===== src/rtl/ctl_missile_pool.sv =====
// Enemy missile controller: N_SLOTS independent missiles launched from the enemy
// position into the lowest free slot, falling one STEP per shared movement tick.
module ctl_missile_pool #(
  parameter int N_SLOTS   = 4,
  parameter int SPEED_DIV = 90000,
  parameter int STEP      = 1,
  parameter int Y_MAX     = 768,
  parameter int COOLDOWN  = 16
) (
  input  logic                   pclk,
  input  logic                   rst,
  input  logic [10:0]            xpos_in,
  input  logic [10:0]            ypos_in,
  input  logic                   fire,
  input  logic                   enemy_lives,
  input  logic [N_SLOTS-1:0]     hit_clr,
  output logic [11*N_SLOTS-1:0]  xpos_out,
  output logic [11*N_SLOTS-1:0]  ypos_out,
  output logic [N_SLOTS-1:0]     on_out,
  output logic                   fire_ack,
  output logic                   full
);

  typedef enum logic {
    S_IDLE = 1'b0,
    S_FLY  = 1'b1
  } slot_state_e;

  localparam int CNT_W = $clog2(SPEED_DIV);
  localparam int CD_W  = (COOLDOWN > 0) ? $clog2(COOLDOWN + 1) : 1;

  logic [CNT_W-1:0]              cnt_q, cnt_d;
  logic                          tick;
  logic [CD_W-1:0]               cd_q, cd_d;
  slot_state_e                   state_q [N_SLOTS];
  slot_state_e                   state_d [N_SLOTS];
  logic [N_SLOTS-1:0][10:0]      x_q, x_d;
  logic [N_SLOTS-1:0][10:0]      y_q, y_d;
  logic [N_SLOTS-1:0][11:0]      y_step;
  logic                          fire_ack_q, fire_ack_d;
  logic                          full_q, full_d;
  logic [N_SLOTS-1:0]            idle_vec;
  logic [N_SLOTS-1:0]            launch_oh;
  logic [N_SLOTS-1:0]            fly_d_vec;
  logic                          launch_ok;
  logic                          pick_done;

  // Shared movement tick: free-running divider restarted by reset.
  always_comb begin
    tick  = (cnt_q == CNT_W'(SPEED_DIV - 1));
    cnt_d = tick ? '0 : cnt_q + CNT_W'(1);
  end

  // Launch goes to the lowest-index slot that is IDLE as of this cycle, so a slot
  // retiring or cleared now only becomes available on the following cycle.
  always_comb begin
    launch_oh = '0;
    pick_done = 1'b0;
    for (int k = 0; k < N_SLOTS; k++) begin
      idle_vec[k] = (state_q[k] == S_IDLE);
    end
    launch_ok = fire && enemy_lives && (cd_q == '0) && (|idle_vec);
    for (int k = 0; k < N_SLOTS; k++) begin
      if (launch_ok && idle_vec[k] && !pick_done) begin
        launch_oh[k] = 1'b1;
        pick_done    = 1'b1;
      end
    end
  end

  always_comb begin
    cd_d = cd_q;
    if (launch_ok) begin
      cd_d = CD_W'(COOLDOWN);
    end else if (tick && (cd_q != '0)) begin
      cd_d = cd_q - CD_W'(1);
    end
  end

  always_comb begin
    for (int k = 0; k < N_SLOTS; k++) begin
      // NOTE: every next-state variable is given its hold value first, so no path
      // through the case below can leave it unassigned and infer a latch.
      state_d[k] = state_q[k];
      x_d[k]     = x_q[k];
      y_d[k]     = y_q[k];
      y_step[k]  = {1'b0, y_q[k]} + 12'(STEP);

      case (state_q[k])
        S_IDLE: begin
          if (launch_oh[k]) begin
            state_d[k] = S_FLY;
            x_d[k]     = xpos_in;
            y_d[k]     = ypos_in;
          end
        end
        S_FLY: begin
          if (hit_clr[k]) begin
            state_d[k] = S_IDLE;
          end else if (tick) begin
            if (y_step[k] >= 12'(Y_MAX)) begin
              state_d[k] = S_IDLE;
            end else begin
              y_d[k] = y_step[k][10:0];
            end
          end
        end
        default: state_d[k] = S_IDLE;
      endcase

      fly_d_vec[k] = (state_d[k] == S_FLY);
    end
  end

  always_comb begin
    fire_ack_d = launch_ok;
    full_d     = &fly_d_vec;
  end

  always_ff @(posedge pclk) begin
    if (rst) begin
      cnt_q      <= '0;
      cd_q       <= '0;
      fire_ack_q <= 1'b0;
      full_q     <= 1'b0;
      // NOTE: the position registers are cleared as well, because the outputs they
      // drive must read zero after reset rather than keep stale coordinates.
      x_q        <= '0;
      y_q        <= '0;
      for (int k = 0; k < N_SLOTS; k++) begin
        state_q[k] <= S_IDLE;
      end
    end else begin
      // NOTE: state registers take non-blocking assignments only; the blocking
      // assignments belong to the always_comb next-state logic above.
      cnt_q      <= cnt_d;
      cd_q       <= cd_d;
      fire_ack_q <= fire_ack_d;
      full_q     <= full_d;
      x_q        <= x_d;
      y_q        <= y_d;
      for (int k = 0; k < N_SLOTS; k++) begin
        state_q[k] <= state_d[k];
      end
    end
  end

  always_comb begin
    for (int k = 0; k < N_SLOTS; k++) begin
      on_out[k] = (state_q[k] == S_FLY);
    end
    xpos_out = x_q;
    ypos_out = y_q;
    fire_ack = fire_ack_q;
    full     = full_q;
  end

endmodule


===== config.mk =====
export PLATFORM = sky130hd
export DESIGN_NAME = ctl_missile_pool
export DESIGN_NICKNAME = d
export VERILOG_FILES = /design/src/rtl/ctl_missile_pool.sv
export SDC_FILE = /design/constraint.sdc
export NUM_CORES = 1
export LEC_CHECK = 0
export ABC_AREA = 1
export BUFFER_PORTS_ARGS = -buffer_cell sky130_fd_sc_hd__clkbuf_2
export CAP_MARGIN = 20
export CORE_ASPECT_RATIO = 0.9
export CORE_MARGIN = 2
export CORE_UTILIZATION = 30
export DETAILED_ROUTE_END_ITERATION = 16
export GPL_TIMING_DRIVEN = 0
export SLEW_MARGIN = 20
export SYNTH_ARGS = -nofsm -noshare
export SYNTH_HDL_FRONTEND = slang
export SYNTH_SLANG_ARGS = --single-unit
export TNS_END_PERCENT = 20

===== constraint.sdc =====
create_clock -name pclk -period 1.9 [get_ports pclk]
set_input_delay 0.19 -clock pclk [delete_from_list [all_inputs] [get_ports pclk]]
set_output_delay 0.19 -clock pclk [all_outputs]
set_load 0.01 [all_outputs]

## Word-level counts from Yosys, hierarchy flattened

Memories as Yosys holds them, arrays and structs flattened.
Index checks and enable logic that the tools add are counted.

- Add/sub/neg operators: 6
- $mul: 0
- Divide/modulo/power cells: 0
- Magnitude comparators: 4
- Eq/ne operators: 17
- Shift-type cells: 0
- Multiplexer cells: 55
- Bitwise logic cells: 8
- Reductions and logical operators: 29

Operators with widths:

| cell | number |
|---|---|
| $mux 11 | 16 |
| $pmux 11 s2 | 4 |
| $add 11x1->12 const B | 4 |
| $ge 12x10->1 const B | 4 |
| $mux 1 | 29 |
| $reduce_and 4->1 | 5 |
| $add 17x1->17 const B | 1 |
| $eq 17x17->1 const B | 1 |
| $ne 2x1->1 const B | 8 |
| $ne 2x2->1 const B | 8 |
| $logic_and 1x1->1 | 11 |
| $mux 5 | 2 |
| $pmux 1 s2 | 4 |
| $reduce_and 2->1 | 4 |
| $logic_not 5->1 | 1 |
| $reduce_bool 5->1 | 1 |
| $sub 5x1->5 const B | 1 |
| $not 1->1 | 4 |
| $or 1x1->1 | 4 |
| $reduce_or 2->1 | 2 |
| $reduce_or 4->1 | 1 |
| $logic_not 1->1 | 3 |
| $reduce_bool 2->1 | 1 |

- Register bits: 112
- Latch bits: 0
- Memory bits (writable): 4
- Memory bits (read-only): 0
- Bits of input ports: 30
- Output and inout bits: 94
- Memories: 1

Memory list:

| memory | words | bits a word | rd ports | clocked after memory_dff | wr ports | RTL line | RTL |
|---|---|---|---|---|---|---|---|
| state_q | 4 | 1 | 4 | 0 | 4 | 35 | `slot_state_e state_q [N_SLOTS];` |

## Longest topological paths before layout

- Depth in word-level cells: 17
- Gate-level depth with buffers: 14
- Depth with buffers taken out: 14

## Worst setup path before layout

Ideal clock, no wire load.

- Kind: flip-flop to flip-flop
- Start: reg y_q, in the netlist ypos_out[22]
- End: reg y_q, in the netlist ypos_out[30]
- Library setup time: 0.115 ns
- Data arrival time: 1.693 ns
- Slack: 0.092 ns
- Cell stages (with the launch flop): 14
- Buffers on the path: 1
- Clock period less this slack: 1.808 ns
- Cells stage by stage: dfxtp_1 -> ha_1 -> nand2_1 -> nor2_2 -> nand3_1 -> nor2_1 -> nand2_1 -> nand2_1 -> nand3_1 -> nand2_2 -> buf_4 -> nand3_1 -> nand2_1 -> nor2_1

- Cells in the longest elaborated chain, start to end: 5
- Elaborated cells on any way between the ends: 8
- Classes of those cells: 1 x add/sub; 1 x order compare; 1 x eq/ne; 4 x mux; 1 x reduce/logical

Ends and longest elaborated chain:

| element | RTL line | RTL |
|---|---|---|
| start, declared | 38 | `logic [N_SLOTS-1:0][10:0] y_q, y_d;` |
| start signal, assigned | 141 | `y_q <= y_d;` |
| $add 11x1->12 (*) | 87 | `y_step[k] = {1'b0, y_q[k]} + 12'(STEP);` |
| branches (longest 4 deep; another with $ge 12x10->1) | n/a |  |

Every way passes the cells marked *. The select of a mux whose other input is x is not followed.
A chain may end at the register's enable or synchronous reset.

## Final worst setup path

- Start: reg cnt_q[0]
- End: reg y_q, in the netlist ypos_out[23]

- Cells in the longest elaborated chain, start to end: 3

Ends and longest elaborated chain:

| element | RTL line | RTL |
|---|---|---|
| start, declared | 32 | `logic [CNT_W-1:0] cnt_q, cnt_d;` |
| start signal, assigned | 136 | `cnt_q <= cnt_d;` |
| $eq 17x17->1 | 50 | `tick = (cnt_q == CNT_W'(SPEED_DIV - 1));` |
| $ne 2x1->1 (no source line) | n/a |  |
| $reduce_and 4->1 (no source line) | n/a |  |

No other way between the ends.

==> flow_summary.html <==
<table>
<tr><th>Metric</th><th>Value</th></tr>
<tr><th colspan="2">Route</th></tr>
<tr><td>Routed wire per std cell</td><td>about 15 um</td></tr>
<tr><td>Final Routed Wirelength</td><td>roughly 20 mm</td></tr>
<tr><td>Number of search-and-repair iterations in the first detailed-routing pass</td><td>5</td></tr>
<tr><td>Drt initial violations</td><td>~450</td></tr>
<tr><td>Via count of the routed design</td><td>about 6.5k</td></tr>
<tr><td>Remaining design rule violation count</td><td>0</td></tr>
<tr><td>Via density per instance</td><td>between 4 and 5</td></tr>
<tr><td>Number of routed nets with antenna violations</td><td>0</td></tr>
<tr><th colspan="2">Critical path</th></tr>
<tr><td>Register-to-Register Setup Slack</td><td>-0.01 ns</td></tr>
<tr><td>Critical path's slowest cell</td><td>sky130_fd_sc_hd__dfxtp_2</td></tr>
<tr><td>Classification of the worst setup path</td><td>flop to flop</td></tr>
<tr><td>Data required time at the worst endpoint</td><td>between 2 and 2.5 ns</td></tr>
<tr><td>Peak fanout along the critical path</td><td>7</td></tr>
<tr><td>Data arrival time of the worst path</td><td>2.22 ns</td></tr>
<tr><td>Startpoint type of the worst setup path</td><td>flop</td></tr>
<tr><td>Crit-path cells</td><td>ha_4 -&gt; nand2_2 -&gt; inv_2 -&gt; nand2_2 -&gt; nor2_4 -&gt; nand3_4 -&gt; buf_6 -&gt; o21ai_4 -&gt; buf_12 -&gt; buf_6 -&gt; nand3_2 -&gt; nand2_2 -&gt; nor2_1</td></tr>
<tr><td>Nature of the critical path endpoint</td><td>flop</td></tr>
<tr><td>Count of cells along the worst register-to-register path</td><td>13</td></tr>
<tr><td>Cell occurring most often along the worst timing path</td><td>sky130_fd_sc_hd__nand2_2</td></tr>
<tr><td>Largest stage delay, worst path</td><td>approximately 0.35 ns</td></tr>
<tr><th colspan="2">Yosys</th></tr>
<tr><td>Post-synth design cell area</td><td>between 5000 and 6000 um2</td></tr>
<tr><td>Proportion of synthesized chip area in sequential cells</td><td>0.3871</td></tr>
<tr><td>Area contributors post-synth</td><td>sky130_fd_sc_hd__dfxtp_1 (39%), sky130_fd_sc_hd__nand2_1 (12%), sky130_fd_sc_hd__nor2_1 (8.1%), sky130_fd_sc_hd__a21oi_1 (6.3%), sky130_fd_sc_hd__o21ai_0 (6.1%)</td></tr>
<tr><td>Unique masters post-synth</td><td>35</td></tr>
<tr><td>Average instance area after synthesis</td><td>6.756 um2</td></tr>
<tr><td>Synthesized instance count</td><td>slightly below 900</td></tr>
<tr><td>Post-synthesis cell type with the largest combined area</td><td>sky130_fd_sc_hd__dfxtp_1</td></tr>
<tr><td>Count leader, synth</td><td>sky130_fd_sc_hd__nand2_1</td></tr>
<tr><td>Top flip-flop cell by instance count after synthesis</td><td>sky130_fd_sc_hd__dfxtp_1</td></tr>
<tr><td>Number of synthesized flops with an enable pin</td><td>0</td></tr>
<tr><td>Synthesis Warnings</td><td>0</td></tr>
<tr><td>Post-synth ARST share</td><td>0</td></tr>
<tr><td>Top cell type's share of synthesized area</td><td>0.3871</td></tr>
<tr><td>Post-Syn Nets</td><td>929</td></tr>
<tr><td>Most frequent cells after synthesis</td><td>sky130_fd_sc_hd__nand2_1 (195), sky130_fd_sc_hd__nor2_1 (129), sky130_fd_sc_hd__dfxtp_1 (116), sky130_fd_sc_hd__a21oi_1 (76), sky130_fd_sc_hd__inv_1 (75)</td></tr>
<tr><td>Synthesis-stage register bit count</td><td>between 100 and 150</td></tr>
<tr><th colspan="2">Clock tree</th></tr>
<tr><td>Buffer type at the clock tree root</td><td>sky130_fd_sc_hd__clkbuf_16</td></tr>
<tr><td>Clock tree from TritonCTS</td><td>yes</td></tr>
<tr><td>Total clock buffers created by CTS</td><td>17</td></tr>
<tr><td>Clock-pin slew of the registers on the worst-case setup and hold paths</td><td>roughly 0.060 ns</td></tr>
<tr><td>Number of hold buffers added after cts</td><td>0</td></tr>
<tr><td>Maximum count of clock buffers along a single path</td><td>2</td></tr>
<tr><td>Number of H-tree branching levels</td><td>4</td></tr>
<tr><td>Number of sinks driven by the clock tree</td><td>116</td></tr>
<tr><td>Insertion delay to the later sink of the worst-skew pair</td><td>0.42 ns</td></tr>
<tr><th colspan="2">Power and ir drop</th></tr>
<tr><td>Leakage Power</td><td>roughly 3.6 nW</td></tr>
<tr><td>Maximum vdd drop</td><td>622.4 uV</td></tr>
<tr><td>Pwr per Cell Area</td><td>roughly 740 nW/um2</td></tr>
<tr><td>Final total power</td><td>between 6 and 7 mW</td></tr>
<tr><th colspan="2">Global route</th></tr>
<tr><td>Largest net degree at the start of global routing</td><td>17</td></tr>
<tr><td>Vias in the first global route</td><td>5809</td></tr>
<tr><td>All-Layer GR Usage</td><td>0.1787</td></tr>
<tr><td>Wire length of the first global-routing pass</td><td>30.59 mm</td></tr>
<tr><td>Number of antenna violations at the first check in global routing</td><td>0</td></tr>
<tr><td>Congestion Overflow GR</td><td>0</td></tr>
<tr><th colspan="2">Timing</th></tr>
<tr><td>Number of hold violations in the final report</td><td>0</td></tr>
<tr><td>Transition time of the tightest slew-check pin</td><td>around 0.64 ns</td></tr>
<tr><td>Final number of max-transition violations</td><td>0</td></tr>
<tr><td>Final WS setup</td><td>-0.01238 ns</td></tr>
<tr><td>Setup TNS</td><td>-0.01816 ns</td></tr>
<tr><td>Minimum period implied by the final worst setup slack</td><td>between 1.5 and 2 ns</td></tr>
<tr><td>Max Clock Freq</td><td>between 0.5 and 0.6 GHz</td></tr>
<tr><td>Worst clock skew</td><td>roughly 0.0080 ns</td></tr>
<tr><td>Tcrit/Tclk final</td><td>1.007</td></tr>
<tr><td>Setup-failing EPs final</td><td>2</td></tr>
<tr><td>Setup repair after global routing missed its margin</td><td>yes</td></tr>
<tr><td>Relative max-transition margin</td><td>0.5712</td></tr>
<tr><th colspan="2">Outcome</th></tr>
<tr><td>Outcome</td><td>complete, but fails checks</td></tr>
<tr><td>Violations in the final reports</td><td>negative setup slack</td></tr>
<tr><th colspan="2">Die</th></tr>
<tr><td>Core Rows</td><td>49</td></tr>
<tr><td>Horiz. Die Dim</td><td>153.1 um</td></tr>
<tr><td>Die Height</td><td>roughly 140 um</td></tr>
<tr><td>Die outline area</td><td>approximately 21000 um2</td></tr>
<tr><td>Effective utilization at floorplan</td><td>0.3030</td></tr>
<tr><td>Placeable core area</td><td>about 20000 um2</td></tr>
<tr><td>Total I/O pin count</td><td>between 100 and 150</td></tr>
<tr><th colspan="2">Hold path</th></tr>
<tr><td>Class of the tightest hold or removal check</td><td>input port to flop</td></tr>
<tr><td>Number of instances on the worst hold path</td><td>3</td></tr>
<tr><th colspan="2">Layout</th></tr>
<tr><td>Layout area overhead</td><td>38.00%</td></tr>
<tr><td>Share of the core filled with cells in the final layout</td><td>0.4181</td></tr>
<tr><td>Layout Nets</td><td>~1.1k</td></tr>
<tr><td>Layout cell share with drive strength beyond 1</td><td>0.2910</td></tr>
<tr><td>Number of diodes</td><td>0</td></tr>
<tr><td>Fillers</td><td>between 2k and 2.5k</td></tr>
<tr><th colspan="2">Place</th></tr>
<tr><td>Sum of net half-perimeters after detailed placement</td><td>around 14 mm</td></tr>
<tr><td>Port buffer count</td><td>123</td></tr>
<tr><td>Global placer's final weighted congestion</td><td>around 0.86</td></tr>
<tr><th colspan="2">Flow run</th></tr>
<tr><td>Number of violations of the max-capacitance limit</td><td>0</td></tr>
</table>
[logic make-up after synthesis]
kind of cell	Yosys count	synth area share
xor+xnor	13	0.01898
flops	116	0.3871
compound gates	185	0.1687
buf+inv	124	0.08717
simple gates	439	0.3151
fa+ha+maj	11	0.02294
[metal layers]
metal	global-route usage	vias up	part of all wire	wire length, um
met4	0.07018	0	0.029	580
li1	-	3262	-	-
met3	0.03699	49	0.046	918
met1	0.2478	3021	0.47	9336
met5	0	-	0	0
met2	0.2726	183	0.46	9097
[report_power, final]
group	switching (mW)	internal, mW	leakage (nW)
combinational	0.320	0.183	2.33
clock	1.27	1.84	0.270
sequential	0.0630	2.49	0.950
total	1.65	4.51	3.55
[path summary, 6_finish.rpt]
| kind | to | start |
|---|---|---|
| setup / recovery | ypos_out[23] | cnt_q[0] |
| hold / removal | xpos_out[19] | xpos_in[8] |
| setup reg to reg | ypos_out[23] | cnt_q[0] |
| hold reg to reg | cnt_q[11] | cnt_q[11] |
[cell type report]
cell class | instances | area, um2 | area share
flip-flops and latches | 116 | 2365 | 0.2856
clock buffers | 18 | 439.2 | 0.05305
inverters | 81 | 309.0 | 0.03733
multi-input cells | 648 | 3538 | 0.4274
plain buffers | 43 | 289.0 | 0.03491
clock inverters | 14 | 127.6 | 0.01541
well taps | 255 | 319.1 | 0.03854
repair buffers | 152 | 892.1 | 0.1078
[cells in the final DEF (no fill, tap or decap), types with 13 or more instances in the layout]
master                      count
sky130_fd_sc_hd__clkbuf_16     19
sky130_fd_sc_hd__inv_1         70
sky130_fd_sc_hd__nand3_1       56
sky130_fd_sc_hd__a21oi_1       73
sky130_fd_sc_hd__clkbuf_2     124
sky130_fd_sc_hd__nand2_1      180
sky130_fd_sc_hd__clkbuf_1      17
sky130_fd_sc_hd__buf_4         29
sky130_fd_sc_hd__dfxtp_1       98
sky130_fd_sc_hd__a211oi_1      21
sky130_fd_sc_hd__nor2_1       115
sky130_fd_sc_hd__o21ai_0       73
sky130_fd_sc_hd__nand4_1       13
[through the flow]
step	area (um2)	hold WS [ns]	worst slack, ns	instances
after detailed placement	6934	0.4389	-0.3346	1266
after global placement	6934	0.4304	-0.2735	1266
after floorplan	6000	0.3737	0.09158	888
after global routing	8279	0.08161	-0.1028	1327
final	8279	0.06596	-0.01238	1327
after CTS	7719	0.06020	-0.02744	1309
[worst max-delay path: cells and delay by family (launching register included)]
kind,cells,cell delay (ns)
DFF,1,0.35
buffers and inverters,4,0.50
AOI/OAI and AO/OA,1,0.19
adders and majority gates,1,0.14
and+or+nand+nor,7,0.63
[repair_timing]
item	CTS	global route
hold endpoints to repair	0	0
gates cloned	0	4
gates resized for setup	37	108
buffers inserted	11	14
setup endpoints to repair	100	102
pin swaps	4	27
[state kept, by name, summed over array words and instances (netlist names)]
| register | flops |
|---|---|
| xpos_out | 44 |
| cd_q | 5 |
| fire_ack | 1 |
| state_q | 4 |
| ypos_out | 44 |
| full | 1 |
| cnt_q | 17 |
Note: power is estimated with default switching activity, not from simulation.
